### src/rtl/keypad_code_collector_pkg.sv
// rtl/keypad_code_collector_pkg.sv - shared key codes, FSM states and helpers for the parking keypad
package keypad_code_collector_pkg;

    typedef enum logic [1:0] {
        IDLE    = 2'd0,
        COLLECT = 2'd1,
        FULL    = 2'd2,
        ISSUE   = 2'd3
    } state_t;

    localparam logic [3:0] KEY_CLEAR  = 4'hC;
    localparam logic [3:0] KEY_ENTER  = 4'hE;
    localparam logic [2:0] PIN_DIGITS = 3'd4;

    function automatic logic is_digit(input logic [3:0] k);
        return (k <= 4'h9);
    endfunction

    function automatic logic is_live_key(input logic [3:0] k);
        return is_digit(k) || (k == KEY_CLEAR) || (k == KEY_ENTER);
    endfunction

endpackage

### src/rtl/keypad_code_collector_entry_timer.sv
// rtl/keypad_code_collector_entry_timer.sv - idle timer that expires a stalled partial PIN entry
module entry_timer #(
    parameter logic [15:0] TIMEOUT_CYCLES = 16'd1000
) (
    input  logic clk,
    input  logic rst,
    input  logic clear,
    input  logic run,
    output logic expired
);

    logic [15:0] count;

    // Holding at the terminal value keeps expired asserted until the owner clears it.
    always_ff @(posedge clk) begin
        if (rst || clear) begin
            count <= 16'd0;
        end else if (run && !expired) begin
            count <= count + 16'd1;
        end
    end

    assign expired = run && (count == (TIMEOUT_CYCLES - 16'd1));

endmodule

### src/rtl/keypad_code_collector.sv
// rtl/keypad_code_collector.sv - gathers four keypad digits into a BCD PIN and hands it to the gate controller
module keypad_code_collector
    import keypad_code_collector_pkg::*;
#(
    parameter logic [15:0] TIMEOUT_CYCLES = 16'd1000
) (
    input  logic        clk,
    input  logic        rst,
    input  logic        entry_en,
    input  logic        key_valid,
    input  logic [3:0]  key,
    output logic [15:0] code,
    output logic        code_ack,
    output logic [2:0]  digit_count,
    output logic        entry_error
);

    state_t      state, state_next;
    logic [15:0] shift, shift_next;
    logic [2:0]  count, count_next;
    logic [15:0] code_next;
    logic        ack_next;
    logic        err_next;
    logic        key_live;
    logic        timer_clear;
    logic        timer_run;
    logic        timer_expired;

    assign timer_run = (state == COLLECT) || (state == FULL);

    entry_timer #(
        .TIMEOUT_CYCLES(TIMEOUT_CYCLES)
    ) u_entry_timer (
        .clk     (clk),
        .rst     (rst),
        .clear   (timer_clear),
        .run     (timer_run),
        .expired (timer_expired)
    );

    always_comb begin
        state_next  = state;
        shift_next  = shift;
        count_next  = count;
        code_next   = code;
        ack_next    = 1'b0;
        err_next    = 1'b0;
        timer_clear = 1'b0;
        key_live    = key_valid && is_live_key(key);

        if (!entry_en) begin
            state_next  = IDLE;
            shift_next  = 16'h0000;
            count_next  = 3'd0;
            timer_clear = 1'b1;
        end else if (state == ISSUE) begin
            state_next  = IDLE;
            shift_next  = 16'h0000;
            count_next  = 3'd0;
            timer_clear = 1'b1;
        end else if (key_live) begin
            timer_clear = 1'b1;
            if (key == KEY_CLEAR) begin
                state_next = IDLE;
                shift_next = 16'h0000;
                count_next = 3'd0;
            end else if (key == KEY_ENTER) begin
                if (state == FULL) begin
                    code_next  = shift;
                    ack_next   = 1'b1;
                    state_next = ISSUE;
                end else begin
                    err_next   = 1'b1;
                    state_next = IDLE;
                    shift_next = 16'h0000;
                    count_next = 3'd0;
                end
            end else if (state == FULL) begin
                // A fifth digit is refused but the four already held stay valid.
                err_next = 1'b1;
            end else begin
                shift_next = {shift[11:0], key};
                count_next = count + 3'd1;
                state_next = (count_next == PIN_DIGITS) ? FULL : COLLECT;
            end
        end else if (timer_expired) begin
            err_next    = 1'b1;
            state_next  = IDLE;
            shift_next  = 16'h0000;
            count_next  = 3'd0;
            timer_clear = 1'b1;
        end
    end

    always_ff @(posedge clk) begin
        if (rst) begin
            state       <= IDLE;
            shift       <= 16'h0000;
            count       <= 3'd0;
            code        <= 16'h0000;
            code_ack    <= 1'b0;
            entry_error <= 1'b0;
        end else begin
            state       <= state_next;
            shift       <= shift_next;
            count       <= count_next;
            code        <= code_next;
            code_ack    <= ack_next;
            entry_error <= err_next;
        end
    end

    assign digit_count = count;

endmodule

### config.mk
export PLATFORM = sky130hd
export DESIGN_NAME = keypad_code_collector
export DESIGN_NICKNAME = d
export VERILOG_FILES = /design/src/rtl/keypad_code_collector_pkg.sv /design/src/rtl/keypad_code_collector_entry_timer.sv /design/src/rtl/keypad_code_collector.sv
export SDC_FILE = /design/constraint.sdc
export NUM_CORES = 1
export LEC_CHECK = 0
export ABC_CLOCK_PERIOD_IN_PS = 4150
export CORE_MARGIN = 3
export CORE_UTILIZATION = 44
export DETAILED_ROUTE_END_ITERATION = 6
export GPL_TIMING_DRIVEN = 1
export MAX_ROUTING_LAYER = met4
export PLACE_DENSITY_LB_ADDON = 0.05
export SETUP_SLACK_MARGIN = 0.2
export SYNTH_ARGS = -nofsm -noshare
export SYNTH_HDL_FRONTEND = slang
export SYNTH_SLANG_ARGS = --single-unit
### constraint.sdc
create_clock -name clk -period 4.15 [get_ports clk]
set_clock_uncertainty 0.05 [all_clocks]
set_input_delay 0.83 -clock clk [delete_from_list [all_inputs] [get_ports clk]]
set_output_delay 0.83 -clock clk [all_outputs]
set_load 0.02 [all_outputs]
# Word level (Yosys, flattened, before mapping)
# Index checks and enable logic that the tools add are counted.
# classes
bitwise_logic	5
shift	0
reduce_logical	14
n_lt_le_gt_ge	1
mux	28
n_div	0
eq_ne	9
multipliers	0
addsub	2
# op_table
op	n
$mux 16	6
$mux 3	6
$add 16x1->16 const B	1
$eq 16x10->1 const B	1
$mux 2	7
$mux 1	9
$eq 4x4->1 const B	2
$reduce_and 6->1	1
$reduce_or 6->1	1
$not 1->1	5
$eq 2x2->1 const B	2
$le 4x4->1 const B	1
$logic_or 1x1->1	4
$ne 4x4->1 const B	1
$reduce_and 2->1	2
$add 3x1->3 const B	1
$eq 3x3->1 const B	1
$logic_and 1x1->1	3
$ne 3x3->1 const B	1
$reduce_or 3->1	1
$eq 2x1->1 const B	1
$reduce_bool 2->1	1
$logic_not 1->1	1
# totals
ramBits	0
romBits	0
regBits	55
n_memories	0
elab_cells	66
in_bits	8
latchBits	0

# Depth between registers and ports, before layout
# Gate-level depths: netlist (run 1).
# logic_depth
depth_word	8
mapped_depth	8
mapped_depth_nobuf	7

# By module
# From an unflattened synthesis (run 1), not the netlist that was laid out.
# hier_totals
hier_cells	282
area_unflattened_um2	2622.5
# modules_own_cells
mod	instances	seq_area_each_um2	area_each_um2	cells_per_inst
keypad_code_collector	1	780.7	1834.3	187
entry_timer	1	320.3	788.3	95

# Worst setup path before layout (run 1)
# OpenSTA, ideal clock, no wires.
# synth_path
path_type	in2reg
start	input port key[0]
end	register code[10]
t_arrival_ns	2.209
setup_ns	0.128
n_path_buf	1
path_stages	8
setup_slack_ns	1.764
cell_sequence	nand4b_1 inv_1 ha_1 nand4b_1 a21oi_2 buf_4 mux2i_1 nor2_1
# synth_via
elab_chain_len	5
# synth_lines
item	line	text
start: declaration	keypad_code_collector.sv:11	input logic [3:0] key,
$le 4x4->1 / $eq 4x4->1 (equally long branches)	keypad_code_collector_pkg.sv:16, keypad_code_collector_pkg.sv:20, keypad_code_collector.sv:63	
$logic_or 1x1->1 (2 in a row)	keypad_code_collector_pkg.sv:20	return is_digit(k) || (k == KEY_CLEAR) || (k == KEY_ENTER);
$logic_and 1x1->1	keypad_code_collector.sv:49	key_live = key_valid && is_live_key(key);
$reduce_and 6->1 (no source line) *	--	
end signal: assignment	keypad_code_collector.sv:107	code <= code_next;
end: declaration	keypad_code_collector.sv:12	output logic [15:0] code,
# Mark *: on every way between the ends. The rest lies on a longest branch, timed or not.
# A chain may end at the register's enable or synchronous reset.

# Worst setup path after layout (run 1)
# layout_path
start	input port key[2]
end	register shift[0]
# layout_via
elab_chain_len	6
# layout_lines
item	line	text
$le 4x4->1 / $eq 4x4->1 (equally long branches)	keypad_code_collector_pkg.sv:16, keypad_code_collector_pkg.sv:20, keypad_code_collector.sv:63	
$logic_or 1x1->1 (2 in a row)	keypad_code_collector_pkg.sv:20	
$logic_and 1x1->1	keypad_code_collector.sv:49	
$ne 3x3->1 (no source line) / $reduce_bool 2->1 (equally long branches)	--	
$reduce_and 2->1 (no source line)	--	
end signal: assignment	keypad_code_collector.sv:105	shift <= shift_next;
end: declaration	keypad_code_collector.sv:19	logic [15:0] shift, shift_next;
# Several ways; a longest one is shown, not always the timed one.

==> metrics.csv, run 1 <==
metric,value,unit
status,"finished, final reports clean",
cts_tree,yes,
utilization,0.5361,
clk_pin_slew,110,ps
finalMaxSlewViolations,0,
post-route-worst-setup-slack,1296,ps
syn_avg_cell_area,9.522,um2
wirelength,4.933,mm
ir_drop,0.1255,mV
post-synth-top-area-cell,dfxtp_1,
cts_resized,0,
postRouteAntennaNets,0,
layout-drive-gt1-share,0.07432,
dieArea,0.006726,mm2
diodes,0,
syn-cell-area,0.002542,mm2
synth_ff_type,dfxtp_1,
maxCapViolCount,0,
async_flop_share,0,
ys_top_cells_by_area,"dfxtp_1, mux2i_1, nand2_1, nor2_1, ha_1",
dpl.hpwl,3.377,mm
setup-tns-final,0,ps
die_x,82.02,um
clk-insertion-delay-late,310,ps
clock.fmax,350.3,MHz
hold_viol_final,0,
drt_iter0_markers,49,
pin_count,29,
holdBufCountCts,0,
grt_max_degree,24,
vias,1887,
crit_path_max_fanout,19,
place_inst,360,
clockRootBuffer,clkbuf_8,
power,0.8929,mW
post-route-period-util,0.6878,
start_util,0.4589,
cts_setup_buffers,0,
drc,0,
io_buffer_count,28,
grt.met3_usage,0.03618,
num_rows,27,
ys_seq_elements,55,
crit_type,in -> reg,
grt_usage,0.1647,
final_cell_mix,"dfxtp_1, nand2_1, mux2i_1, nor2_1, clkdlybuf4s50_1",
final_cells,368,
synth_cell_types,46,
netlist_instances,267,
setup.worst_path.end_class,flop,
final_common_cell,dfxtp_1,
wl_per_cell,13.40,um
setup_violations,0,
syn_to_final_growth,16.83,%
power_density,300.6,mW/mm2
cts_buffer_depth,2,
busiest_layer,met2,
hold_path.class,reg -> reg,
grtUsageMet2,0.2472,
htree_levels,2,
layout_min_cycle_time,2854,ps
cts.sinks,55,
rsz0062_at_grt,false,
via_per_inst,5.128,
core,0.005540,mm2
crit_path_start_kind,input port,
dp_slack,966.3,ps
dr.pass1.iters,4,
p_leak,1.050,nW
gp_congestion,0.7775,
overflow,0,
met1_usage,0.2253,
nets,310,
worst_pin_slew,891.3,ps
grt_first_pass_wirelength,8.438,mm
ys_seq_area_frac,0.4331,
dieHeight,82.02,um
ys_warn_count,0,
numCtsBuffers,5,
synth.net_count,282,
slew_headroom,0.4058,
critPathRequiredTime,4300,ps
synth_top_area_share,0.4331,
grt_pass1_vias,1744,
cp.arrival,3010,ps
synth_edf_count,0,
antenna_found_initial,0,
final timing paths:
path,endpoint,slack (ps),startpoint,cells after the start
hold / removal,shift[13]$_SDFFE_PP0P_,420,shift[13]$_SDFFE_PP0P_,2
setup reg to reg,shift[0]$_SDFFE_PP0P_,1740,state[0]$_SDFFE_PP0P_,6
setup / recovery,shift[0]$_SDFFE_PP0P_,1300,key[2],5
hold reg to reg,shift[13]$_SDFFE_PP0P_,420,shift[13]$_SDFFE_PP0P_,2
power by group:
group	total (mW)	switching (mW)	internal, mW
Combinational	0.0570	0.0325	0.0245
Clock	0.305	0.184	0.121
Sequential	0.531	0.00138	0.529
Total	0.893	0.218	0.675
critical path: stages:
cell             delay (ps)
clkdlybuf4s50_1         640
mux2_4                  350
a21o_1                  270
a21bo_1                 520
a31o_2                  390
sequential cells by signal, indices dropped and copies added (netlist names):
name,flops
u_entry_timer.count,16
entry_error,1
code,16
shift,16
state,2
digit_count,3
code_ack,1
routing by layer:
metal	wire [um]	up-vias	share of wire
met5	0	-	0
li1	-	996	-
met4	51	0	0.010
met1	2532	865	0.51
met3	127	5	0.026
met2	2222	21	0.45
cell usage after synthesis, drive strengths merged (2+ instances only):
library cell / instances
nand4: 7
dfxtp: 55
and4: 3
or2b: 2
xnor2: 6
nor2b: 2
nand4b: 2
nor4: 3
nand3: 5
o21ai: 3
a21bo: 2
nand2b: 2
clkbuf: 3
nor3: 3
ha: 7
a21oi: 5
nor2: 32
a21o: 2
buf: 8
nor3b: 4
a31o: 2
a41oi: 2
a211oi: 2
xor2: 5
or3: 3
o21a: 2
mux2i: 36
nand2: 41
inv: 5
and3b: 2
layout make-up:
type                    instances  area (um2)
fillers                       544        2570
multi-input cells             196        1359
flip-flops and latches         55        1101
repair buffers                 32       310.3
well taps                      72       90.09
clock buffers                   5       68.82
clock inverters                 3       22.52
inverters                       5       18.77
cell families after synthesis:
group / Yosys count / synth area share
flops: 55 / 0.4331
compound gates: 24 / 0.07825
fa+ha+maj: 7 / 0.03445
mux: 37 / 0.1476
buf+inv: 16 / 0.03445
xor+xnor: 11 / 0.03789
simple gates: 117 / 0.2343
through the flow:
stage / area [um2] / hold slack (ps)
finish: 2970 / 418.2
global route: 2970 / 448.9
CTS: 2970 / 422.0
detailed placement: 2879 / 406.1
global placement: 2879 / 400.2
floorplan: 2542 / 387.7
(Power assumes the default switching activity.)
==> run 2: changes to the inputs <==
Settings changed: ABC_CLOCK_PERIOD_IN_PS 4150 to 2650.
Clock period 4.15 ns to 2.65 ns, I/O delays scaled along.
==> metrics.csv, run 2 (synthesis gave the netlist of run 1 again) <==
metric,value,unit,change
overflow,0,,unchanged
via_per_inst,5.131,,about the same
crit_path_start_kind,input port,,
dieHeight,82.02,um,unchanged
dr.pass1.iters,4,,unchanged
wl_per_cell,13.29,um,-0.88%
hold_path.class,reg -> reg,,
holdBufCountCts,0,,unchanged
start_util,0.4589,,unchanged
critPathRequiredTime,2800,ps,-1500 ps
clock.fmax,455.3,MHz,
io_buffer_count,28,,unchanged
setup-tns-final,0,ps,unchanged
status,"finished, final reports clean",,
vias,1914,,+1.4%
final_common_cell,dfxtp_1,,
crit_path_end,code[1]$_SDFFE_PP0P_,,
dieArea,0.006726,mm2,unchanged
cp_slowest_cell,clkdlybuf4s50_1,,
setup_violations,0,,unchanged
pin_count,29,,unchanged
drt_iter0_markers,100,,+100%
slew_headroom,0.7359,,+0.3300
grt_max_degree,20,,-17%
grt_first_pass_wirelength,8.314,mm,-1.5%
postRouteAntennaNets,0,,unchanged
power_density,464.5,mW/mm2,+55%
cts_tree,yes,,
combPwrFrac,0.071,,+0.007
grt_pass1_vias,1797,,+3.0%
cts_setup_buffers,0,,unchanged
crit_path_max_fanout,16,,-3
dp_slack,123.3,ps,-843.0 ps
htree_levels,2,,unchanged
rsz0062_at_grt,false,,
critPathMaxStageDelay,570,ps,-70 ps
die_x,82.02,um,unchanged
ir_drop,0.3008,mV,+140%
clockRootBuffer,clkbuf_8,,
clockPowerShare,0.340,,-0.002
syn_to_final_growth,19.39,%,
num_rows,27,,unchanged
post-route-period-util,0.8288,,
internal_power,1.068,mW,+58%
crit_type,in -> reg,,
wirelength,4.956,mm,+0.47%
numCtsBuffers,5,,unchanged
gp_congestion,0.8357,,+7.5%
hp-start,shift[8]$_SDFFE_PP0P_,,
finalMaxSlewViolations,0,,unchanged
top_regs,"code (16), shift (16), u_entry_timer.count (16)",,
cp_common_cell,nand4b_1,,
cp.arrival,2340,ps,-670 ps
worst_pin_slew,396.2,ps,-495.0 ps
dpl.hpwl,3.529,mm,+4.5%
drc,0,,unchanged
power_switching,0.3425,mW,+57%
grt_usage,0.1622,,-0.002474
cts_resized,0,,unchanged
worstPathCellList,clkdlybuf4s50_1 > nand4b_1 > inv_1 > ha_1 > nand4b_1 > a21oi_2 > buf_12 > mux2i_1 > nor2_1,,
nets,315,,+1.6%
core,0.005540,mm2,unchanged
antenna_found_initial,0,,unchanged
clk_pin_slew,110,ps,about the same
hold_viol_final,0,,unchanged
r2r_slack,590,ps,-1150 ps
cts.sinks,55,,unchanged
post-route-worst-setup-slack,453.8,ps,-841.8 ps
layout-drive-gt1-share,0.08970,,+0.01538
diodes,0,,unchanged
layout_min_cycle_time,2196,ps,
setup.worst_path.end_class,flop,,
startpoint,key[1],,
clk-insertion-delay-late,310,ps,about the same
worstReg2RegEnd,shift[7]$_SDFFE_PP0P_,,
maxCapViolCount,0,,unchanged
reg2reg_depth,7,,+1
r2r_start,state[0]$_SDFFE_PP0P_,,
final_cell_mix,"dfxtp_1, nand2_1, mux2i_1, nor2_1, clkdlybuf4s50_1",,
seq_power_share,0.589,,-0.005
cts_buffer_depth,2,,unchanged
p_sw_frac,0.2429,,-0.0007868
p_leak,1.079,nW,+2.7%
[run 2: cell types whose count changed in the layout (fill, tap and decap cells not counted)]
cell,change
clkinvlp_4,+1
inv_6,+1
buf_12,+2
buf_4,+3
clkinv_2,-1
clkinv_4,-1
[run 2: worst min path at each step]
stage | end | slack, ps | cells past startpoint
floorplan | shift[12]$_SDFFE_PP0P_ | 390 | 2
global placement | shift[15]$_SDFFE_PP0P_ | 390 | 2
detailed placement | shift[15]$_SDFFE_PP0P_ | 410 | 2
CTS | shift[15]$_SDFFE_PP0P_ | 420 | 2
global route | shift[9]$_SDFFE_PP0P_ | 460 | 2
finish | shift[12]$_SDFFE_PP0P_ | 420 | 2
[run 2: metrics by stage]
| step | cell area, um2 | cells | total power, mW | utilization | hold slack [ps] |
|---|---|---|---|---|---|
| 2_1_floorplan | 2542 | 267 | 0.9123 | - | 387.7 |
| 3_3_place_gp | 2942 | 365 | 0.9505 | 0.5309 | 394.6 |
| 3_5_place_dp | 2942 | 365 | 0.9501 | 0.5309 | 406.3 |
| 4_1_cts | 3035 | 373 | 1.435 | 0.5479 | 421.5 |
| 5_1_grt | 3035 | 373 | 1.476 | 0.5479 | 456.2 |
| 6_report | 3035 | 373 | 1.410 | 0.5479 | 417.2 |
[run 2: area by class of cell]
class / instances / area [um2]
clock buffers: 5 / 68.82
clock inverters: 3 / 25.02
fillers: 527 / 2505
inverters: 5 / 18.77
multi-input cells: 196 / 1359
flip-flops and latches: 55 / 1101
well taps: 72 / 90.09
repair buffers: 37 / 372.9
[run 2: power groups by stage]
stage	Sequential, mW	Clock (mW)	Combinational (mW)
final	0.831	0.479	0.100
after CTS	0.831	0.504	0.100
after floorplan	0.851	0	0.0616
after global placement	0.850	0	0.100
after detailed placement	0.850	0	0.100
after global routing	0.832	0.537	0.107
[run 2: critical path, delay by kind of cell]
family	cells	cell delay (ps)
simple gates	3	390
compound gates	1	170
buf+inv	3	890
mux	1	200
fa+ha+maj	1	150
[run 2: metal layers]
layer  vias to the layer above  global-route usage  routed length [um]
met5                         -                   -                   0
met1                       884              0.2215                2599
met2                        25              0.2480                2188
li1                       1003                   -                   -
met4                         0             0.03987                  27
met3                         2             0.02961                 142
